## src/rtl/alu_pkg.sv

```systemverilog
// alu_pkg: ALU control codes, RV32I opcodes and pipeline record kinds shared by the issue controller.
package alu_pkg;
    localparam logic [3:0] ALU_ADD  = 4'b0000;
    localparam logic [3:0] ALU_SUB  = 4'b0001;
    localparam logic [3:0] ALU_EQ   = 4'b0010;
    localparam logic [3:0] ALU_NEQ  = 4'b0011;
    localparam logic [3:0] ALU_AND  = 4'b0100;
    localparam logic [3:0] ALU_OR   = 4'b0101;
    localparam logic [3:0] ALU_ADDC = 4'b0110;
    localparam logic [3:0] ALU_XOR  = 4'b0111;
    localparam logic [3:0] ALU_SLL  = 4'b1000;
    localparam logic [3:0] ALU_SRL  = 4'b1001;
    localparam logic [3:0] ALU_SRA  = 4'b1010;
    localparam logic [3:0] ALU_SLTU = 4'b1100;
    localparam logic [3:0] ALU_SLT  = 4'b1111;

    localparam logic [6:0] OP_OP     = 7'b0110011;
    localparam logic [6:0] OP_IMM    = 7'b0010011;
    localparam logic [6:0] OP_LUI    = 7'b0110111;
    localparam logic [6:0] OP_AUIPC  = 7'b0010111;
    localparam logic [6:0] OP_BRANCH = 7'b1100011;
    localparam logic [6:0] OP_JAL    = 7'b1101111;
    localparam logic [6:0] OP_JALR   = 7'b1100111;
    localparam logic [6:0] OP_STORE  = 7'b0100011;
    localparam logic [6:0] F7_ALT    = 7'b0100000;

    typedef enum logic [2:0] {K_ALU, K_BRANCH, K_JAL, K_JALR, K_ILLEGAL} kind_e;

    // funct3 to control code for OP/OP-IMM; alt selects SUB/SRA
    function automatic logic [3:0] f3_ctrl(input logic [2:0] f3, input logic alt);
        case (f3)
            3'b000:  f3_ctrl = alt ? ALU_SUB : ALU_ADD;
            3'b001:  f3_ctrl = ALU_SLL;
            3'b010:  f3_ctrl = ALU_SLT;
            3'b011:  f3_ctrl = ALU_SLTU;
            3'b100:  f3_ctrl = ALU_XOR;
            3'b101:  f3_ctrl = alt ? ALU_SRA : ALU_SRL;
            3'b110:  f3_ctrl = ALU_OR;
            default: f3_ctrl = ALU_AND;
        endcase
    endfunction
endpackage

```

## src/rtl/imm_gen.sv

```systemverilog
// imm_gen: sign-extended immediate of the format implied by the opcode (I/S/B/U/J).
module imm_gen
    import alu_pkg::*;
(
    input  logic [31:0] i_instr,
    output logic [31:0] o_imm
);
    logic [6:0] w_op;
    assign w_op = i_instr[6:0];
    always_comb begin
        o_imm = {{20{i_instr[31]}}, i_instr[31:20]};
        if (w_op == OP_STORE)
            o_imm = {{20{i_instr[31]}}, i_instr[31:25], i_instr[11:7]};
        else if (w_op == OP_BRANCH)
            o_imm = {{19{i_instr[31]}}, i_instr[31], i_instr[7], i_instr[30:25], i_instr[11:8], 1'b0};
        else if (w_op == OP_LUI || w_op == OP_AUIPC)
            o_imm = {i_instr[31:12], 12'b0};
        else if (w_op == OP_JAL)
            o_imm = {{11{i_instr[31]}}, i_instr[31], i_instr[19:12], i_instr[20], i_instr[30:21], 1'b0};
    end
endmodule

```

## src/rtl/alu_issue_ctrl.sv

```systemverilog
// alu_issue_ctrl: decodes RV32I into ALU control/operands (E stage) and turns the ALU
// result into a writeback / branch-resolution record (W stage).
module alu_issue_ctrl
    import alu_pkg::*;
#(
    parameter int XLEN = 32
) (
    input  logic            clk,
    input  logic            rst,
    input  logic            i_in_valid,
    output logic            o_in_ready,
    input  logic [31:0]     i_instr,
    input  logic [XLEN-1:0] i_pc,
    input  logic [XLEN-1:0] i_rs1_data,
    input  logic [XLEN-1:0] i_rs2_data,
    output logic [XLEN-1:0] o_alu_a,
    output logic [XLEN-1:0] o_alu_b,
    output logic [3:0]      o_alu_ctrl,
    input  logic [XLEN-1:0] i_alu_result,
    input  logic [3:0]      i_alu_flags,
    output logic            o_wb_valid,
    input  logic            i_wb_ready,
    output logic            o_wb_we,
    output logic [4:0]      o_wb_rd,
    output logic [XLEN-1:0] o_wb_data,
    output logic            o_br_taken,
    output logic [XLEN-1:0] o_br_target,
    output logic            o_illegal
);
    logic [6:0]      w_op, w_f7;
    logic [2:0]      w_f3;
    logic [4:0]      w_rd;
    logic [31:0]     w_imm;
    logic [XLEN-1:0] w_a, w_b;
    logic [3:0]      w_ctrl;
    kind_e           w_kind;
    logic            w_inv, w_we, w_w_adv, w_accept, w_e_jump;

    logic            r_e_valid, r_e_we, r_e_inv;
    logic [XLEN-1:0] r_e_a, r_e_b, r_e_target, r_e_link;
    logic [3:0]      r_e_ctrl;
    logic [4:0]      r_e_rd;
    kind_e           r_e_kind;

    logic            r_w_valid, r_w_we, r_w_taken, r_w_illegal;
    logic [4:0]      r_w_rd;
    logic [XLEN-1:0] r_w_data, r_w_target;

    assign w_op = i_instr[6:0];
    assign w_rd = i_instr[11:7];
    assign w_f3 = i_instr[14:12];
    assign w_f7 = i_instr[31:25];

    imm_gen u_imm_gen (.i_instr(i_instr), .o_imm(w_imm));

    always_comb begin
        w_a    = i_rs1_data;
        w_b    = i_rs2_data;
        w_ctrl = ALU_ADD;
        w_kind = K_ILLEGAL;
        w_inv  = 1'b0;
        case (w_op)
            OP_OP: if (w_f7 == 7'b0 || (w_f7 == F7_ALT && (w_f3 == 3'b000 || w_f3 == 3'b101))) begin
                w_ctrl = f3_ctrl(w_f3, w_f7[5]);
                w_kind = K_ALU;
            end
            OP_IMM: begin
                w_b = (w_f3[1:0] == 2'b01) ? XLEN'(i_instr[24:20]) : w_imm;
                if ((w_f3 != 3'b001 || w_f7 == 7'b0) &&
                    (w_f3 != 3'b101 || w_f7 == 7'b0 || w_f7 == F7_ALT)) begin
                    w_ctrl = f3_ctrl(w_f3, w_f3 == 3'b101 && w_f7[5]);
                    w_kind = K_ALU;
                end
            end
            OP_LUI: begin
                w_a    = '0;
                w_b    = w_imm;
                w_kind = K_ALU;
            end
            OP_AUIPC: begin
                w_a    = i_pc;
                w_b    = w_imm;
                w_kind = K_ALU;
            end
            // BLT/BGE share SLT, BLTU/BGEU share SLTU; the >= forms invert bit 0
            OP_BRANCH: if (w_f3[2:1] != 2'b01) begin
                w_ctrl = w_f3[2] ? (w_f3[1] ? ALU_SLTU : ALU_SLT) : (w_f3[0] ? ALU_NEQ : ALU_EQ);
                w_inv  = w_f3[2] & w_f3[0];
                w_kind = K_BRANCH;
            end
            OP_JAL: begin
                w_a    = i_pc;
                w_b    = XLEN'(4);
                w_kind = K_JAL;
            end
            OP_JALR: if (w_f3 == 3'b000) begin
                w_b    = w_imm;
                w_ctrl = ALU_ADDC;
                w_kind = K_JALR;
            end
            default: ;
        endcase
    end

    assign w_we       = (w_rd != 5'd0) && (w_kind == K_ALU || w_kind == K_JAL || w_kind == K_JALR);
    assign w_w_adv    = !r_w_valid || i_wb_ready;
    assign o_in_ready = !r_e_valid || w_w_adv;
    assign w_accept   = i_in_valid && o_in_ready;
    assign w_e_jump   = r_e_kind == K_JAL || r_e_kind == K_JALR;

    always_ff @(posedge clk) begin
        if (rst) begin
            r_e_valid   <= 1'b0;
            r_e_we      <= 1'b0;
            r_e_inv     <= 1'b0;
            r_e_a       <= '0;
            r_e_b       <= '0;
            r_e_target  <= '0;
            r_e_link    <= '0;
            r_e_ctrl    <= ALU_ADD;
            r_e_rd      <= '0;
            r_e_kind    <= K_ALU;
            r_w_valid   <= 1'b0;
            r_w_we      <= 1'b0;
            r_w_taken   <= 1'b0;
            r_w_illegal <= 1'b0;
            r_w_rd      <= '0;
            r_w_data    <= '0;
            r_w_target  <= '0;
        end else begin
            if (o_in_ready)
                r_e_valid <= i_in_valid;
            if (w_accept) begin
                r_e_we     <= w_we;
                r_e_inv    <= w_inv;
                r_e_a      <= w_a;
                r_e_b      <= w_b;
                r_e_target <= i_pc + w_imm;
                r_e_link   <= i_pc + XLEN'(4);
                r_e_ctrl   <= w_ctrl;
                r_e_rd     <= w_rd;
                r_e_kind   <= w_kind;
            end
            if (w_w_adv)
                r_w_valid <= r_e_valid;
            if (w_w_adv && r_e_valid) begin
                r_w_we      <= r_e_we;
                r_w_rd      <= r_e_rd;
                r_w_illegal <= r_e_kind == K_ILLEGAL;
                r_w_data    <= w_e_jump ? r_e_link : i_alu_result;
                r_w_taken   <= (r_e_kind == K_BRANCH) ? i_alu_result[0] ^ r_e_inv : w_e_jump;
                r_w_target  <= (r_e_kind == K_JALR) ? i_alu_result :
                               (r_e_kind == K_BRANCH || r_e_kind == K_JAL) ? r_e_target : '0;
            end
        end
    end

    // flags are not used for decisions, only sanity-checked against the result
    assert property (@(posedge clk) disable iff (rst)
        r_e_valid |-> (!$isunknown(i_alu_flags) && !i_alu_flags[2] && i_alu_flags[0] == (i_alu_result == '0)));

    assign o_alu_a     = r_e_a;
    assign o_alu_b     = r_e_b;
    assign o_alu_ctrl  = r_e_ctrl;
    assign o_wb_valid  = r_w_valid;
    assign o_wb_we     = r_w_we;
    assign o_wb_rd     = r_w_rd;
    assign o_wb_data   = r_w_data;
    assign o_br_taken  = r_w_taken;
    assign o_br_target = r_w_target;
    assign o_illegal   = r_w_illegal;
endmodule

```

## config.mk

```make
export PLATFORM = sky130hd
export DESIGN_NAME = alu_issue_ctrl
export DESIGN_NICKNAME = d
export VERILOG_FILES = /design/src/rtl/alu_pkg.sv /design/src/rtl/imm_gen.sv /design/src/rtl/alu_issue_ctrl.sv
export SDC_FILE = /design/constraint.sdc
export NUM_CORES = 1
export LEC_CHECK = 0
export BUFFER_PORTS_ARGS = -buffer_cell sky130_fd_sc_hd__clkbuf_2
export CAP_MARGIN = 20
export CORE_AREA = 2 2 185 187
export DETAILED_ROUTE_END_ITERATION = 8
export DIE_AREA = 0 0 187 189
export MAX_ROUTING_LAYER = met4
export PLACE_DENSITY_LB_ADDON = 0.15
export SLEW_MARGIN = 0
export SYNTH_ARGS = -nofsm -noshare
export SYNTH_HDL_FRONTEND = slang
export SYNTH_HIERARCHICAL = 1
export SYNTH_SLANG_ARGS = --single-unit
```

## constraint.sdc

```tcl
create_clock -name clk -period 7.8 [get_ports clk]
set_input_delay 1.95 -clock clk [delete_from_list [all_inputs] [get_ports clk]]
set_output_delay 1.95 -clock clk [all_outputs]
set_load 0.005 [all_outputs]
```

==> flow_summary.json <==
{
  "firstDrtPassIters": 5,
  "layoutNonFillerInstCount": 2053,
  "cts_tree": "built",
  "synthCells": 1352,
  "synthToLayoutAreaGrowth_pct": 24.0,
  "cp_cell_sequence": "clkbuf_2 -> nand3_1 -> nor2_4 -> nor2_1 -> a22o_1 -> ha_1 -> a21o_1 -> o41ai_1 -> o31a_1 -> o21ai_1 -> and3_1 -> a221o_1",
  "setup-violations-final": 0,
  "p_leak_nw": 6.11,
  "wirelength_mm": 41.5,
  "rows": 67,
  "ys_seq_area_share_pct": 38.8,
  "required_ns": 8.23,
  "cts_buffers": 27,
  "hold_viol": 0,
  "path_depth": 12,
  "rsz0062_at_grt": "no",
  "fin_crit_sh_pct": 68.7,
  "synth-async-reset-ratio_pct": 0,
  "clockRootBuffer": "clkbuf_16",
  "coreArea_mm2": 0.0333,
  "placed_cell_area_mm2": 0.0129,
  "postCtsSetupBuffers": 0,
  "dieArea_mm2": 0.0353,
  "grt_antenna_before_repair": 2,
  "maxCapViolCount": 0,
  "via_per_inst": 5.41,
  "grt_pass1_wl_mm": 62.9,
  "drt-initial-drc-count": 807,
  "wl_per_cell_um": 20.2,
  "h-tree-depth": 1,
  "fmax_ghz": 0.187,
  "worst_ep_arrival_time_ns": 5.80,
  "relSlewSlack_pct": 28.7,
  "gp_congestion": 0.884,
  "post-route-min-period_ns": 5.36,
  "yosysTopAreaCell": "dfxtp_1",
  "grt_usage_pct": 23.1,
  "slowest_stage": "o41ai_1",
  "clk_path_buf_depth": 3,
  "fin_area_mm2": 0.0138,
  "power_density_mw_per_mm2": 218,
  "min_path_cells": 2,
  "p_total_mw": 3.01,
  "yosysTopAreaCellShare_pct": 38.8,
  "crit_path_max_incr_delay_ns": 0.71,
  "final_common_cell": "clkbuf_2",
  "dieWidth_um": 187,
  "worst_pin_slew_ns": 1.07,
  "layout-drive-gt1-share_pct": 24.0,
  "vias": 11100,
  "ir_worst_vdd_uv": 155,
  "cp_top_family": "compound AO/OA/AOI/OAI gates",
  "port_buffers": 305,
  "path_clk_slew_ns": 0.06,
  "ant_nets": 0,
  "reg2reg_depth": 6,
  "start_util_pct": 33.5,
  "final_cell_mix": "304 x clkbuf_2, 216 x dfxtp_1, 197 x nor2_1",
  "skew_ns": 0.00702,
  "drc_errors": 0,
  "yosysWarnings": 6,
  "fin_tns_setup_ns": 0,
  "synth_enable_flop_cells": 0,
  "crit_buf_inv": 1,
  "clk_latency_ns": 0.55,
  "critPathMaxFanout": 19,
  "fin_nets": 1787,
  "cts_sinks": 216,
  "outcome": "finished clean",
  "slew_viol_final": 0,
  "start_kind": "input pin",
  "synth.cell_area_mm2": 0.0112,
  "ios": 310,
  "cts_resized": 0,
  "worstSetupPathType": "input pin to flop",
  "grt_start_max_net_pins": 101,
  "grt_overflow": 0,
  "place_inst": 2004,
  "synth_seq_cells": 216,
  "first_global_vias": 10300,
  "synth_fp_nets": 1553,
  "ys.flop_type": "dfxtp_1",
  "holdWs_ns": 0.458,
  "synth_area_leaders": "dfxtp_1 39%, a221oi_1 7.6%, nor2_1 6.7%, a211oi_1 4.1%, nand2_1 4.0%",
  "end_kind": "flop",
  "cts-hold-fix-buffers": 0,
  "dp_hpwl_mm": 30.3,
  "holdCritPathClass": "flop to flop",
  "synth_area_per_cell_um2": 8.25,
  "die_height_um": 189,
  "yosysUniqueCellTypes": 72
}
## layer usage
layer	part of all wire (%)	wire length (um)	track usage (%)
met1	51	21000	34.2
met2	41	17100	32.7
met3	6.0	2500	3.93
met4	2.0	832	5.04
met5	0	0	-
## flip-flops by register name, summed over array words and instances, names as in the netlist, 3 cells and up
| name | flops |
|---|---|
| o_wb_data | 32 |
| o_alu_b | 32 |
| o_alu_a | 32 |
| o_wb_rd | 5 |
| o_br_target | 32 |
| r_e_target | 32 |
| r_e_rd | 5 |
| o_alu_ctrl | 4 |
| r_e_kind | 3 |
| r_e_link | 32 |
## cell type report
class | instances | area [um2]
sequential | 216 | 4320
fill | 3477 | 19500
clock inverter | 6 | 70.1
clock buffer | 40 | 815
timing repair buffer | 318 | 1650
tap | 448 | 561
inverter | 11 | 41.3
multi-input combinational | 1012 | 6360
antenna | 2 | 5.00
## report_power, final
part	switching [mW]	leakage, nW	internal, mW
Sequential	0.0539	1.79	1.19
Clock	0.500	0.442	0.751
Combinational	0.310	3.88	0.211
## path summary, 6_finish.rpt
| check | start | endpoint | slack, ns |
|---|---|---|---|
| worst max register to register | o_wb_valid | r_e_target[6] | 5.03 |
| worst min-delay path | o_illegal | o_illegal | 0.46 |
| worst max-delay path | i_instr[2] | r_e_target[30] | 2.44 |
| worst min register to register | o_illegal | o_illegal | 0.46 |
## cell usage after synthesis (all sizes together), types with 10 or more instances
library cell  instances
a211oi               62
a21o                 34
a21oi                70
a221oi               97
a31oi                10
and3                 10
buf                  27
clkbuf               86
dfxtp               216
ha                   32
inv                  11
mux2i                33
nand2               118
nand3                27
nand4                13
nor2                200
nor2b                16
nor3                 76
o21ai                66
xnor2                26
xor2                 24
## logic make-up (layout without fill, tap and decap cells)
kind of cell / Yosys count / after routing / synth area share [%]
adders and majority gates: 33 / 33 / 3.77
AOI/OAI and AO/OA: 392 / 392 / 25.0
muxes: 35 / 35 / 3.16
other: 0 / 2 / 0
DFF: 216 / 216 / 38.8
xor gates and xnor gates: 50 / 50 / 3.93
and+or+nand+nor: 502 / 502 / 20.9
buffers and inverters: 124 / 375 / 4.46
## stage by stage
| stage | utilization [%] | setup slack (ns) |
|---|---|---|
| final | 41.6 | 2.44 |
| after global routing | 41.6 | 2.13 |
| after floorplan | - | 2.70 |
| after CTS | 41.5 | 2.46 |
| after global placement | 38.8 | 1.92 |
| after detailed placement | 38.8 | 1.89 |
## tightest hold or removal path, stage by stage, from the launching register on
cell     delay, ns
dfxtp_1       0.31
nand2_1       0.05
a21oi_1       0.05
(Power assumes the default switching activity.)
